[config.mk]
export PLATFORM = sky130hd
export DESIGN_NAME = instruction_fetch
export DESIGN_NICKNAME = d
export VERILOG_FILES = /design/src/rtl/instruction_fetch.sv
export SDC_FILE = /design/constraint.sdc
export NUM_CORES = 1
export LEC_CHECK = 0
export ABC_AREA = 1
export BUFFER_PORTS_ARGS = -buffer_cell sky130_fd_sc_hd__buf_2
export CAP_MARGIN = 5
export CORE_UTILIZATION = 45
export DETAILED_ROUTE_END_ITERATION = 10
export PLACE_DENSITY_LB_ADDON = 0.25
export SYNTH_ARGS = -nofsm -noshare
export SYNTH_HDL_FRONTEND = slang
export SYNTH_SLANG_ARGS = --single-unit
[constraint.sdc]
create_clock -name clk -period 2.8 [get_ports clk]
set_input_delay 0.84 -clock clk [delete_from_list [all_inputs] [get_ports clk]]
set_output_delay 0.84 -clock clk [all_outputs]
set_load 0.005 [all_outputs]
[src/rtl/instruction_fetch.sv]
// instruction_fetch: PC generator and 2-entry fetch buffer in front of the
// instruction BRAM read port. It issues word addresses, captures the BRAM
// data one cycle later and delivers {pc, instr, fault} to decode through a
// valid/ready interface. It also handles redirects and address faults.
//
// Ports:
//   clk, rst_n      core clock, asynchronous active-low reset
//   cpu_run         fetch enable (0 = issue no new fetches)
//   imem_addr       BRAM word address, always fetch_pc[ADDR_W+1:2]
//   imem_rdata      BRAM read data, valid the cycle after the address
//   redirect_valid  replace the fetch stream with redirect_pc
//   redirect_pc     new fetch PC
//   out_valid/out_ready/out_pc/out_instr/out_fault  head entry to decode
module instruction_fetch #(
  parameter logic [31:0] RESET_PC = 32'h0000_0000,
  parameter int unsigned ADDR_W   = 12
) (
  input  logic              clk,
  input  logic              rst_n,
  input  logic              cpu_run,
  output logic [ADDR_W-1:0] imem_addr,
  input  logic [31:0]       imem_rdata,
  input  logic              redirect_valid,
  input  logic [31:0]       redirect_pc,
  output logic              out_valid,
  input  logic              out_ready,
  output logic [31:0]       out_pc,
  output logic [31:0]       out_instr,
  output logic              out_fault
);

  localparam int unsigned PC_W = 32;

  typedef struct packed {
    logic            valid;
    logic [PC_W-1:0] pc;
    logic [31:0]     instr;
    logic            fault;
  } entry_t;

  entry_t          r_e0;
  entry_t          r_e1;
  entry_t          w_e0_nxt;
  entry_t          w_e1_nxt;
  entry_t          w_cap;
  logic [PC_W-1:0] r_fetch_pc;
  logic [PC_W-1:0] w_fetch_pc_nxt;
  logic [PC_W-1:0] r_inflight_pc;
  logic [PC_W-1:0] w_inflight_pc_nxt;
  logic            r_inflight;
  logic            w_inflight_nxt;
  logic            r_halted;
  logic            w_halted_nxt;
  logic            w_pop;
  logic            w_space;
  logic            w_issue;
  logic [1:0]      w_occ;

  // Misaligned or beyond the BRAM word range.
  function automatic logic pc_fault(input logic [PC_W-1:0] pc);
    return (pc[1:0] != 2'b00) || (pc[PC_W-1:ADDR_W+2] != '0);
  endfunction

  // Next-state: buffer shift/capture, issue decision, redirect flush.
  always_comb begin
    w_pop   = r_e0.valid & out_ready;
    // The in-flight fetch already owns a buffer slot, so it counts as occupancy.
    w_occ   = 2'(r_e0.valid) + 2'(r_e1.valid) + 2'(r_inflight);
    w_space = (w_occ - 2'(w_pop)) < 2'd2;
    w_issue = cpu_run & ~r_halted & ~redirect_valid & w_space;

    w_cap.valid = 1'b1;
    w_cap.pc    = r_inflight_pc;
    w_cap.instr = imem_rdata;
    w_cap.fault = pc_fault(r_inflight_pc);

    w_e0_nxt          = w_pop ? r_e1 : r_e0;
    w_e1_nxt          = w_pop ? entry_t'('0) : r_e1;
    w_fetch_pc_nxt    = r_fetch_pc;
    w_inflight_pc_nxt = r_inflight_pc;
    w_inflight_nxt    = 1'b0;
    w_halted_nxt      = r_halted;

    // The returning response goes to the first free slot after the pop.
    if (r_inflight) begin
      if (!w_e0_nxt.valid) begin
        w_e0_nxt = w_cap;
      end else begin
        w_e1_nxt = w_cap;
      end
    end

    if (redirect_valid) begin
      // Redirect beats any pop or capture in the same cycle.
      w_e0_nxt.valid = 1'b0;
      w_e1_nxt.valid = 1'b0;
      w_fetch_pc_nxt = redirect_pc;
      w_halted_nxt   = 1'b0;
    end else if (w_issue) begin
      w_inflight_nxt    = 1'b1;
      w_inflight_pc_nxt = r_fetch_pc;
      w_fetch_pc_nxt    = r_fetch_pc + PC_W'(4);
      if (pc_fault(r_fetch_pc)) begin
        w_halted_nxt = 1'b1;
      end
    end
  end

  // State registers.
  always_ff @(posedge clk or negedge rst_n) begin
    if (!rst_n) begin
      r_fetch_pc    <= RESET_PC;
      r_inflight_pc <= '0;
      r_inflight    <= 1'b0;
      r_halted      <= 1'b0;
      r_e0          <= '0;
      r_e1          <= '0;
    end else begin
      r_fetch_pc    <= w_fetch_pc_nxt;
      r_inflight_pc <= w_inflight_pc_nxt;
      r_inflight    <= w_inflight_nxt;
      r_halted      <= w_halted_nxt;
      r_e0          <= w_e0_nxt;
      r_e1          <= w_e1_nxt;
    end
  end

  // Outputs come straight from registers; nothing from imem_rdata leaks through.
  assign imem_addr = r_fetch_pc[ADDR_W+1:2];
  assign out_valid = r_e0.valid;
  assign out_pc    = r_e0.pc;
  assign out_instr = r_e0.instr;
  assign out_fault = r_e0.fault;

endmodule

Yosys cells after proc, flatten, opt, wreduce, memory -nomap -nowiden

Cells that the tools add are included.

Reduce and logical (&&, ||, !) cells: 10
Add/sub/neg operators: 4
Bitwise gates (word level): 6
Muxes and demuxes: 15
$lt $le $gt $ge: 1

Operator list:

| operator                | number |
|---|---|
| $mux W66                | 5 |
| $mux W65                | 1 |
| $mux W32                | 2 |
| $reduce_bool A18 Y1     | 2 |
| $add A32 B3 Y32 const B | 1 |
| $reduce_bool A2 Y1      | 4 |
| $mux W1                 | 7 |
| $and A1 B1 Y1           | 4 |
| $reduce_and A2 Y1       | 2 |
| $add A1 B1 Y2           | 1 |
| $add A2 B1 Y2           | 1 |
| $logic_or A1 B1 Y1      | 2 |
| $lt A2 B2 Y1 const B    | 1 |
| $not A1 Y1              | 2 |
| $sub A2 B1 Y2           | 1 |

Word-level logic and storage cells: 48
Bits of input ports: 69
Output and inout bits: 78
Register bits after elaboration: 198

Depth between registers and ports, before layout

Gate-level depths: netlist of the first run.

Depth in word-level cells: 7
Depth in mapped cells: 16
Depth with buffers taken out: 13

Least setup slack after synthesis of the first run

OpenSTA, ideal clock, no wires.

Path kind: in2reg
Start point: in out_ready
End point: reg r_fetch_pc[29]
Slack: 0.101 ns
Library setup time: 0.117 ns
Cell stages on the path: 16
Required time: 2.683 ns
Data arrival time: 2.581 ns
Path buffers: 3
Cells stage by stage: nand2_1 > inv_2 > clkbuf_1 > ha_1 > inv_1 > ha_1 > nand2_1 > nand2_1 > nand2_1 > nand3_2 > buf_2 > buf_4 > nand3_1 > nand2_1 > inv_1 > nand2_1

Cells in the longest elaborated chain, start to end: 5

Ends and longest elaborated chain:

| what                         | line | source |
|---|---|---|
| from (decl)                  | 26   | `input logic out_ready,` |
| $and A1 B1 Y1                | 66   | `w_pop = r_e0.valid & out_ready;` |
| $sub A2 B1 Y2                | 69   | `w_space = (w_occ - 2'(w_pop)) < 2'd2;` |
| $lt A2 B2 Y1                 | 69   |  |
| $and A1 B1 Y1                | 70   | `w_issue = cpu_run & ~r_halted & ~redirect_valid & w_space;` |
| $reduce_bool A2 Y1 (no line) | n/a  |  |
| to (signal assigned)         | 119  | `r_fetch_pc <= w_fetch_pc_nxt;` |
| to (decl)                    | 46   | `logic [PC_W-1:0] r_fetch_pc;` |

Every way passes these cells.
A chain may end at the register's enable or synchronous reset.

Final worst setup path of the first run

Start point: in out_ready
End point: reg r_fetch_pc[3]

Same word-level chain as after synthesis.

==> metrics.cfg, run 1 <==
[power_and_ir_drop]
power.density_nw_per_um2=732
power_mw=7.98
peakVddDrop_uv=424
p_leak_nw=5.59

[timing]
rsz0062_at_grt=false
period_share_pct=75.6
clock.fmax_ghz=0.472
fin_worst_skew_ns=0.0124
finalHoldViolCount=0
timing.setup.tns_ns=0
tightest_slew_ns=0.756
min_period_ns=2.12
setup_viol=0
slew_headroom_pct=49.6
slew_violations=0

[routing]
drc=0
vias_per_cell=5.10
dr_total_vias=8093
drt_iter0_drc=520
drt-pass1-iter-count=5
m1WireLength_um=11300
wl_met2_um=10700
detail-route-antenna-nets=0
wl_met3_um=1230
wl_per_cell_um=14.8
top_layer_used=met4
wl_um=23400

[cts]
cts_tree=built
cts_buffer_depth=2
cts_sinks=198
clk_pin_slew_ns=0.07
root_buffer=clkbuf_16
h-tree-depth=4
numCtsBuffers=17
clk_latency_ns=0.44
postCtsHoldBufs=0
cts_setup_buffers=0
post_cts_resized=0

[synth]
syn_inst=1198
synth_ff_type=dfrtp_1
synth_top_area_cell=dfrtp_1
synth.most_common_cell=nand2_1
ys_types=26
syn-cell-area_um2=9380
ys_warn_count=0
yosys.area.top_type_share_pct=52.8
synth_area_leaders=dfrtp_1, nand2_1, nand3_1, nor2_1, a31oi_1
synth.avg_cell_area_um2=7.83
ys_async_sr_fraction_pct=100
synth_edf_count=0
ys_seq_elements=198
syn-num-nets=1271
synth_commonest_cells=nand2_1, dfrtp_1, nand3_1
yosysSeqAreaShare_pct=52.8

[die]
rows=52
die_x_um=146
die_h_um=146
io_pins=147
core_area_um2=20400
start_util_pct=46.1
dieArea_um2=21400

[layout]
nNetsFinal=1378
antenna_cells=0
drive_above_1_share_pct=16.5
area_growth_syn_to_layout_pct=16.1

[worst_setup_path]
worstPathRequired_ns=3.12
r2r_slack_ns=0.75
critPathArrivalTime_ns=2.44
critPathKind=in -> reg
worst_setup_path_end_kind=register
path_max_fanout=16
start_kind=input pin

[global_routing]
grt-ovfl-total=0
antenna_found_initial=0
grtUsageTotal_pct=22.6
grt_max_degree=132
first_global_vias=7529
grt_first_pass_wirelength_um=38800

[place]
io_buffers=146
hpwlAfterDp_um=15600
place_congestion=0.845

[hold_path]
hold_class=in -> async

[status]
outcome=completed

[run]
cap_violations=0

[final timing paths]
| kind | cells past startpoint | to | startpoint |
|---|---|---|---|
| worst max-delay path | 14 | r_fetch_pc[3] | out_ready |
| worst min-delay path | 1 | r_e1[7] | rst_n |
| worst max register to register | 13 | r_fetch_pc[3] | out_valid |
| worst min register to register | 2 | r_e1[41] | r_e1[41] |
| max in group asynchronous | 2 | out_instr[22] | rst_n |
| min in group clk | 2 | r_e1[41] | r_e1[41] |
[logic make-up (layout without fill, tap and decap cells)]
kind of cell / Yosys count / in the layout / share of synthesized area (%)
xor+xnor: 4 / 4 / 0.373
buf+inv: 153 / 273 / 7.40
flops: 198 / 198 / 52.8
fa+ha+maj: 4 / 4 / 0.534
compound gates: 115 / 115 / 7.08
simple gates: 724 / 724 / 31.8
[state kept, by name (all words and copies together), names as in the netlist]
signal         count
r_e1              66
out_valid          1
out_fault          1
out_instr         32
r_inflight_pc     32
r_inflight         1
out_pc            32
r_fetch_pc        32
r_halted           1
[placed cells by master, fill, tap and decap left out, types with 5 or more instances in the layout]
cell       count
buf_4         12
buf_12         7
buf_2        145
clkbuf_16     17
inv_1         70
nand2_1      449
o21ai_0       49
nor2_1       107
nand3_1      139
inv_2          5
nand4_1       10
a31oi_1       64
dfrtp_1      198
nor2_2         7
[area by class of cell]
cell class,count,area (um2)
Clock buffer,19,433
Clock inverter,13,170
Fill cell,1933,9480
Inverter,76,287
Multi-Input combinational cell,847,3740
Sequential cell,198,4950
Tap cell,270,338
Timing Repair Buffer,165,970
[worst max-delay path, cell delays in order]
cell     delay (ns)
buf_2          0.13
nand2_4        0.07
inv_2          0.04
ha_1           0.26
inv_1          0.04
ha_1           0.25
nand2_1        0.08
nand2_1        0.05
nand2_1        0.06
nand3_2        0.14
nand2_1        0.15
inv_2          0.15
nand2_1        0.11
nand3_1        0.07
[where the power goes]
part / switching [mW] / internal (mW) / leakage [nW]
logic: 0.860 / 0.668 / 2.82
registers: 0.439 / 3.44 / 2.49
clock network: 1.14 / 1.42 / 0.285
[metal layers]
layer	vias up	global-route usage, %
met4	0	6.04
met2	240	35.2
met3	20	3.31
li1	4056	-
met5	-	0
met1	3777	32.9
[stage by stage]
| stage | cells | cell area (um2) | utilization (%) | setup slack (ns) | hold slack (ns) |
|---|---|---|---|---|---|
| floorplan | 1198 | 9380 | - | 0.101 | 0.469 |
| global placement | 1556 | 10300 | 50.5 | 0.252 | 0.480 |
| detailed placement | 1556 | 10300 | 50.5 | 0.209 | 0.486 |
| CTS | 1588 | 10900 | 53.5 | 0.685 | 0.356 |
| global route | 1588 | 10900 | 53.5 | 0.522 | 0.372 |
| finish | 1588 | 10900 | 53.5 | 0.682 | 0.356 |
(Power assumes the default switching activity.)
==> run 2, diff against run 1 <==
clock period = 2 ns   (was 2.8 ns; I/O delays follow)
==> run 2 against run 1 <==
Net effect:
- clock skew is 0.0029 ns lower
- global-route usage is 0.26 points higher
- utilization is 2.8 points higher
- power is 41% higher
- worst setup slack worse by 0.67 ns
- sequential share of layout area is 2.2 points lower
- design area is 5.2% higher
- critical endpoint unchanged
- count of clock-buffer cells in the layout is 1 higher
- via count is 2.0% higher
==> metrics.cfg, run 2 (same netlist as run 1, synthesis figures left out) <==
[power_and_ir_drop]
p_leak_nw=5.82  ; +4.1%
power_mw=11.3  ; +41%
peakVddDrop_uv=611  ; +44%
power.density_nw_per_um2=984  ; +34%

[layout]
multi_input_area_um2=3930  ; +5.1%
drive_above_1_share_pct=20.6  ; +4.0 points
final_util_pct=56.3  ; +2.8 points
nNetsFinal=1398  ; +1.5%
layout.cells.non_filler=1608  ; +1.3%
layout_commonest_cell=nand2_1
fill_cells=1929  ; -0.21%
antenna_cells=0  ; unchanged
register_area_um2=4960  ; about the same
mostFrequentLayoutCells=nand2_1, dfrtp_1, buf_2
area_growth_syn_to_layout_pct=22.1
largest_reg_flops=66  ; unchanged
regMostFlops=r_e1

[die]
die_x_um=146  ; unchanged
io_pins=147  ; unchanged
die_h_um=146  ; unchanged
dieArea_um2=21400  ; unchanged
rows=52  ; unchanged
start_util_pct=46.1  ; unchanged
core_area_um2=20400  ; unchanged

[worst_setup_path]
worstPathCellList=nand2_8 -> inv_4 -> ha_4 -> inv_2 -> ha_4 -> nand2_4 -> nand3_2 -> nand3_4 -> buf_12 -> nand2_4 -> inv_6 -> clkbuf_16 -> nand2_1 -> nand3_1
max_stage_delay_ns=0.45  ; +0.19 ns
critPathBufInv=5  ; +1
worst_setup_path_end_kind=register
critPathKind=reg -> reg
start_kind=register
worstPathRequired_ns=2.31  ; -0.81 ns
crit_slowest_cell=dfrtp_2
path_max_fanout=6  ; -10
critPathArrivalTime_ns=2.30  ; -0.14 ns
crit_family=adder cells

[routing]
detail-route-antenna-nets=0  ; unchanged
vias_per_cell=5.13  ; +0.75%
drt_iter0_drc=572  ; +10%
drc=0  ; unchanged
dr_total_vias=8256  ; +2.0%
wl_um=24300  ; +3.8%
drt-pass1-iter-count=5  ; unchanged
wl_per_cell_um=15.1  ; +2.6%

[timing]
timing.setup.tns_ns=0  ; unchanged
min_period_ns=1.99
period_share_pct=99.4
tightest_slew_ns=0.755  ; -0.00120 ns
clock.fmax_ghz=0.503
setup_viol=0  ; unchanged
finalHoldViolCount=0  ; unchanged
fin_worst_skew_ns=0.00953  ; -0.00285 ns
slew_violations=0  ; unchanged
slew_headroom_pct=49.7  ; +0.080 points
rsz0062_at_grt=true

[cts]
cts_sinks=198  ; unchanged
clk_latency_ns=0.43  ; about the same
clk_pin_slew_ns=0.07  ; about the same
h-tree-depth=4  ; unchanged
root_buffer=clkbuf_16
postCtsHoldBufs=0  ; unchanged
cts_buffer_depth=2  ; unchanged
cts_tree=built
numCtsBuffers=17  ; unchanged

[place]
io_buffers=146  ; unchanged
hpwlAfterDp_um=15800  ; +1.5%
dp_cells=1565  ; +0.58%
place_congestion=0.876  ; +3.6%

[status]
outcome=completed

[hold_path]
hold_class=in -> async

[global_routing]
grt_max_degree=97  ; -27%
grt-ovfl-total=0  ; unchanged
grt_first_pass_wirelength_um=39400  ; +1.4%
antenna_found_initial=0  ; unchanged
first_global_vias=7707  ; +2.4%
grtUsageTotal_pct=22.8  ; +0.26 points

[run]
cap_violations=0  ; unchanged

[run 2: power by group]
part	leakage [nW]	switching, mW	internal, mW
sequential	2.49	0.651	4.82
combinational	3.05	1.27	1.05
clock	0.288	1.55	1.93
[run 2: per-stage QoR]
| stage | worst slack [ns] | hold WS [ns] | instance area [um2] |
|---|---|---|---|
| 2_1_floorplan | -0.192 | 0.304 | 9490 |
| 3_3_place_gp | -0.223 | 0.479 | 10500 |
| 3_5_place_dp | -0.272 | 0.487 | 10500 |
| 4_1_cts | 0.00421 | 0.0918 | 11100 |
| 5_1_grt | -0.0734 | 0.101 | 11500 |
| 6_report | 0.0129 | 0.0977 | 11500 |
[run 2: routing by layer]
metal	global-route usage, %	vias up	share of wire [%]
met5	0	-	0
met4	7.60	0	1.9
met3	3.25	32	5.0
met2	35.4	260	46
met1	32.9	3867	47
li1	-	4097	-
[run 2: repair_timing]
action                     4_1_cts  5_1_grt
pin swaps                        0       16
setup endpoints to repair        1       62
gates resized for setup          1       42
setup buffers                    0        5
gates cloned                     0        6
[run 2: worst paths after layout]
| check | from | endpoint | slack (ns) | cells past startpoint |
|---|---|---|---|---|
| max | out_valid | r_fetch_pc[3] | 0.01 | 14 |
| min | rst_n | out_instr[7] | 0.1 | 1 |
| max reg2reg | out_valid | r_fetch_pc[3] | 0.01 | 14 |
| min reg2reg | r_e1[57] | r_e1[57] | 0.50 | 2 |
| max in group asynchronous | rst_n | r_e1[60] | 1.31 | 2 |
| min in group clk | redirect_pc[12] | r_fetch_pc[12] | 0.38 | 3 |
[run 2: layout make-up]
type | instances | share of cell area (%)
sequential | 198 | 43.3
timing repair buffer | 185 | 11.7
tap | 270 | 2.95
inverter | 76 | 2.61
clock buffer | 20 | 3.99
clock inverter | 12 | 1.23
multi-input combinational | 847 | 34.3
